$ cat src/rtl/pulse_recover.sv
// rtl/pulse_recover.sv - recovers one strobe per stretched timestamp pulse
// Synchronizes tstamp_in, qualifies pulse width, flags glitches and stuck lines, counts events.
module pulse_recover #(
  parameter int sync_stages = 2,
  parameter int min_hi      = 2000,
  parameter int max_hi      = 8000,
  parameter int min_lo      = 4,
  parameter int cnt_w       = 16,
  parameter int hw          = $clog2(max_hi + 1)
) (
  input  logic             clk_main,
  input  logic             clr,
  input  logic             tstamp_in,
  input  logic             cnt_clr,
  output logic             strobe,
  output logic             glitch,
  output logic             stuck,
  output logic             busy,
  output logic [cnt_w-1:0] event_cnt
);

  localparam int lw = $clog2(min_lo + 1);

  localparam logic [hw-1:0] W_QUAL  = hw'(min_hi - 1);
  localparam logic [hw-1:0] W_STUCK = hw'(max_hi - 1);
  localparam logic [hw-1:0] W_MAX   = hw'(max_hi);
  localparam logic [lw-1:0] L_DONE  = lw'(min_lo - 1);
  localparam logic [lw-1:0] L_ONE   = lw'(1);
  localparam logic [hw-1:0] W_ONE   = hw'(1);

  typedef enum logic [2:0] {
    IDLE  = 3'd0,
    QUAL  = 3'd1,
    HOLD  = 3'd2,
    STUCK = 3'd3,
    REARM = 3'd4
  } state_t;

  state_t                 state_q, state_d;
  logic [sync_stages-1:0] sync_q, sync_d;
  logic [hw-1:0]          wcnt_q, wcnt_d, wcnt_inc;
  logic [lw-1:0]          lcnt_q, lcnt_d;
  logic                   strobe_q, strobe_d;
  logic                   glitch_q, glitch_d;
  logic                   stuck_q, stuck_d;
  logic                   busy_q, busy_d;
  logic [cnt_w-1:0]       cnt_q, cnt_d;
  logic                   s;

  assign s = sync_q[sync_stages-1];

  always_comb begin
    sync_d   = {sync_q[sync_stages-2:0], tstamp_in};
    state_d  = state_q;
    wcnt_d   = wcnt_q;
    lcnt_d   = lcnt_q;
    strobe_d = 1'b0;
    glitch_d = 1'b0;
    stuck_d  = stuck_q;
    // width counter saturates so a permanently stuck line cannot wrap it
    wcnt_inc = (wcnt_q >= W_MAX) ? W_MAX : wcnt_q + 1'b1;

    case (state_q)
      IDLE: begin
        if (s) begin
          state_d = QUAL;
          wcnt_d  = W_ONE;
        end
      end
      QUAL: begin
        if (!s) begin
          glitch_d = 1'b1;
          state_d  = IDLE;
          wcnt_d   = '0;
        end else if (wcnt_q == W_QUAL) begin
          strobe_d = 1'b1;
          state_d  = HOLD;
          wcnt_d   = wcnt_inc;
        end else begin
          wcnt_d = wcnt_inc;
        end
      end
      HOLD: begin
        if (s) begin
          wcnt_d = wcnt_inc;
          if (wcnt_inc >= W_STUCK) begin
            state_d = STUCK;
            stuck_d = 1'b1;
          end
        end else begin
          state_d = REARM;
          lcnt_d  = L_ONE;
        end
      end
      STUCK: begin
        if (s) begin
          wcnt_d = wcnt_inc;
        end else begin
          stuck_d = 1'b0;
          state_d = REARM;
          lcnt_d  = L_ONE;
        end
      end
      REARM: begin
        // a short low gap is treated as part of the same event: no new strobe
        if (s) begin
          state_d = HOLD;
          wcnt_d  = wcnt_inc;
          if (wcnt_inc >= W_STUCK) begin
            state_d = STUCK;
            stuck_d = 1'b1;
          end
        end else if (lcnt_q >= L_DONE) begin
          state_d = IDLE;
          wcnt_d  = '0;
          lcnt_d  = '0;
        end else begin
          lcnt_d = lcnt_q + 1'b1;
        end
      end
      default: begin
        state_d = IDLE;
        wcnt_d  = '0;
        lcnt_d  = '0;
        stuck_d = 1'b0;
      end
    endcase

    busy_d = (state_d != IDLE);

    // counter follows the registered strobe, so cnt_clr in the strobe cycle leaves 1
    if (cnt_clr) begin
      cnt_d = cnt_w'(strobe_q);
    end else if (strobe_q && (cnt_q != {cnt_w{1'b1}})) begin
      cnt_d = cnt_q + 1'b1;
    end else begin
      cnt_d = cnt_q;
    end
  end

  always_ff @(posedge clk_main or posedge clr) begin
    if (clr) begin
      state_q  <= IDLE;
      sync_q   <= '0;
      wcnt_q   <= '0;
      lcnt_q   <= '0;
      strobe_q <= 1'b0;
      glitch_q <= 1'b0;
      stuck_q  <= 1'b0;
      busy_q   <= 1'b0;
      cnt_q    <= '0;
    end else begin
      state_q  <= state_d;
      sync_q   <= sync_d;
      wcnt_q   <= wcnt_d;
      lcnt_q   <= lcnt_d;
      strobe_q <= strobe_d;
      glitch_q <= glitch_d;
      stuck_q  <= stuck_d;
      busy_q   <= busy_d;
      cnt_q    <= cnt_d;
    end
  end

  assign strobe    = strobe_q;
  assign glitch    = glitch_q;
  assign stuck     = stuck_q;
  assign busy      = busy_q;
  assign event_cnt = cnt_q;

endmodule

$ cat config.mk
export PLATFORM = sky130hd
export DESIGN_NAME = pulse_recover
export DESIGN_NICKNAME = d
export VERILOG_FILES = /design/src/rtl/pulse_recover.sv
export SDC_FILE = /design/constraint.sdc
export NUM_CORES = 1
export LEC_CHECK = 0
export ABC_AREA = 1
export CORE_ASPECT_RATIO = 0.6
export CORE_MARGIN = 5
export CORE_UTILIZATION = 52
export CTS_CLUSTER_SIZE = 12
export DETAILED_ROUTE_END_ITERATION = 6
export PLACE_DENSITY = 0.73
export SETUP_SLACK_MARGIN = 0.02
export SLEW_MARGIN = 25
export SYNTH_ARGS = -nofsm -noshare
export SYNTH_HDL_FRONTEND = slang
export SYNTH_SLANG_ARGS = --single-unit
$ cat constraint.sdc
create_clock -name clk_main -period 2.2 [get_ports clk_main]
set_input_delay 0.33 -clock clk_main [delete_from_list [all_inputs] [get_ports clk_main]]
set_output_delay 0.33 -clock clk_main [all_outputs]
set_load 0.1 [all_outputs]
==> results.json <==
{
  "crit_path_end_kind": "flip-flop",
  "wl_per_cell_um": 14.3,
  "root_buffer": "clkbuf_8",
  "clk_pin_slew_ns": 0.09,
  "syn_nets": 331,
  "io_pins": 24,
  "rows": 19,
  "max_clock_freq_mhz": 517,
  "worstPathArrival_ns": 2.11,
  "dr.pass1.iters": 4,
  "cp-start-kind": "flip-flop",
  "area_growth_pct": 17.2,
  "cts_tree": "done",
  "synth_area_um2": 2530,
  "vias": 2267,
  "vias_per_cell": 5.40,
  "ir_drop_v": 0.000289,
  "die_area_um2": 6410,
  "power_density_nw_per_um2": 542,
  "status": "complete, no violations",
  "yosysTopAreaCell": "dfrtp_1",
  "die_h_um": 64.1,
  "ys_types": 39,
  "insertion_delay_ns": 0.30,
  "drive_gt1_frac": 0.252,
  "htreeDepth": 2,
  "initial_core_util": 0.547,
  "drcViolationCount": 0,
  "max_slew_margin": 0.593,
  "fin_setup_tns_ns": 0,
  "ys_seq_area_frac": 0.405,
  "synth_seq_cells": 41,
  "detail-route-antenna-nets": 0,
  "placed_area_um2": 2810,
  "yosys-top-cells-area": "dfrtp_1 40%, nand2_1 8.4%, inv_1 6.7%",
  "drt-total-wl_um": 5990,
  "hp-class": "in -> async",
  "setup_viol": 0,
  "crit_type": "reg -> reg",
  "synth_top_area_frac": 0.405,
  "grt_max_degree": 39,
  "overflow": 0,
  "grt_first_pass_wirelength_um": 10200,
  "syn_avg_cell_area_um2": 7.87,
  "p_leak_uw": 0.00133,
  "cts_made_buffers": 5,
  "port-buffer-count": 23,
  "slew_viol_final": 0,
  "yosys_warnings": 0,
  "drt_iter0_drc": 186,
  "final_area_um2": 2970,
  "fp.coreArea_um2": 4640,
  "worst_pin_slew_ns": 0.609,
  "crit_fanout": 7,
  "grt.total_usage": 0.197,
  "finalCritPeriodShare": 0.879,
  "rsz0062_at_grt": "no",
  "grt_pass1_vias": 2088,
  "skew_ns": 0.0107,
  "clock_path_buffers": 2,
  "hpwl_um": 4530,
  "max_cap_viol_count": 0,
  "die_w_um": 100,
  "grt_antenna_before_repair": 0,
  "hold_viol_final": 0,
  "antenna_cells": 0,
  "period_needed_ns": 1.93,
  "gp_congestion": 0.870,
  "cts_hold_buf": 0,
  "synthCells": 322,
  "fin_nets": 365,
  "clock-sinks": 41,
  "worstPathRequired_ns": 2.38
}
where the power goes:
| part | switching, µW | total, µW | internal, µW | leakage (µW) |
|---|---|---|---|---|
| sequential | 13.9 | 782 | 768 | 0.000553 |
| combinational | 128 | 191 | 62.3 | 0.000723 |
| clock | 267 | 637 | 370 | 0.0000585 |
| total | 409 | 1610 | 1200 | 0.00133 |
sequential cells by signal, summed over array words and instances, names as in the netlist:
name / cells
busy: 1
event_cnt: 16
glitch: 1
lcnt_q: 3
state_q: 3
strobe: 1
stuck: 1
sync_q: 2
wcnt_q: 13
critical path, cell delays in order (launching register included):
cell	delay, ns
dfrtp_1	0.41
ha_1	0.20
ha_1	0.17
nor2_1	0.11
nand2_1	0.10
nor3_2	0.16
nor2_2	0.07
nor2_2	0.16
a21oi_4	0.08
buf_4	0.20
nand3_1	0.09
o21ai_2	0.06
metrics by stage:
stage                     instances  setup WS, ns  hold slack (ns)  power (µW)   util
after global routing            420        0.0950            0.224        1680  0.640
after global placement          408         0.139            0.340         971  0.606
after floorplan                 322        0.0299            0.331         927      -
final                           420         0.266            0.218        1610  0.640
after CTS                       416         0.222            0.222        1610  0.633
after detailed placement        408        0.0153            0.335         973  0.606
metal layers:
layer  routed length, µm  track usage  vias to the layer above
li1                    -            -                     1137
met1                3020        0.311                     1040
met2                2360        0.268                       85
met3                 576       0.0511                        5
met4                  29       0.0387                        0
met5                   0            0                        -
cell usage after synthesis (all sizes together):
cell type	instances
a21oi	10
nor4	3
nor2	49
nand4	8
o211ai	1
mux2i	1
a31oi	1
dfrtp	41
nand3	32
inv	50
buf	2
a22oi	2
o22ai	7
a211oi	2
o21bai	1
ha	5
o21a	4
a32oi	1
clkbuf	2
o21ai	21
nand2	71
o31ai	2
nor3	6
layout by cell type, fill, tap and decap left out, types with 8 or more instances in the layout:
cell,n
nand2_1,57
inv_1,44
nor2_1,37
dfrtp_1,37
nand3_1,28
buf_4,27
o21ai_0,16
nand2_2,13
nor2_2,8
nand4_1,8
worst paths after layout:
path | start | endpoint | slack (ns) | cells past startpoint
hold / removal | clr | event_cnt[15] | 0.22 | 2
setup reg to reg | lcnt_q[0] | wcnt_q[8] | 0.27 | 11
hold reg to reg | sync_q[0] | sync_q[1] | 0.35 | 0
setup / recovery | lcnt_q[0] | wcnt_q[8] | 0.27 | 11
max in group asynchronous | clr | event_cnt[0] | 1.53 | 3
min in group clk_main | sync_q[0] | sync_q[1] | 0.35 | 0
cells by family (layout without fill, tap and decap cells):
family / Yosys count / count (layout) / synth area share
buffers and inverters: 54 / 89 / 0.0869
flip-flops: 41 / 41 / 0.405
AO/OA/AOI/OAI: 52 / 52 / 0.151
adder cells (fa/ha/maj): 5 / 5 / 0.0247
AND/OR/NAND/NOR: 169 / 169 / 0.328
multiplexers: 1 / 1 / 0.00395
cell type report:
type                    count  area, µm²
inverters                  50        190
repair buffers             31        253
multi-input cells         227       1300
fillers                   420       1670
clock inverters             1       30.0
clock buffers               7       86.3
flip-flops and latches     41       1030
well taps                  63       78.8
repair_timing:
item,in CTS,in global routing
pin swaps,0,0
cloned,0,0
endpoints found under the setup margin,7,4
setup buffers,0,4
resized for setup,1,1
No activity file was read; power rests on OpenSTA's default activity.
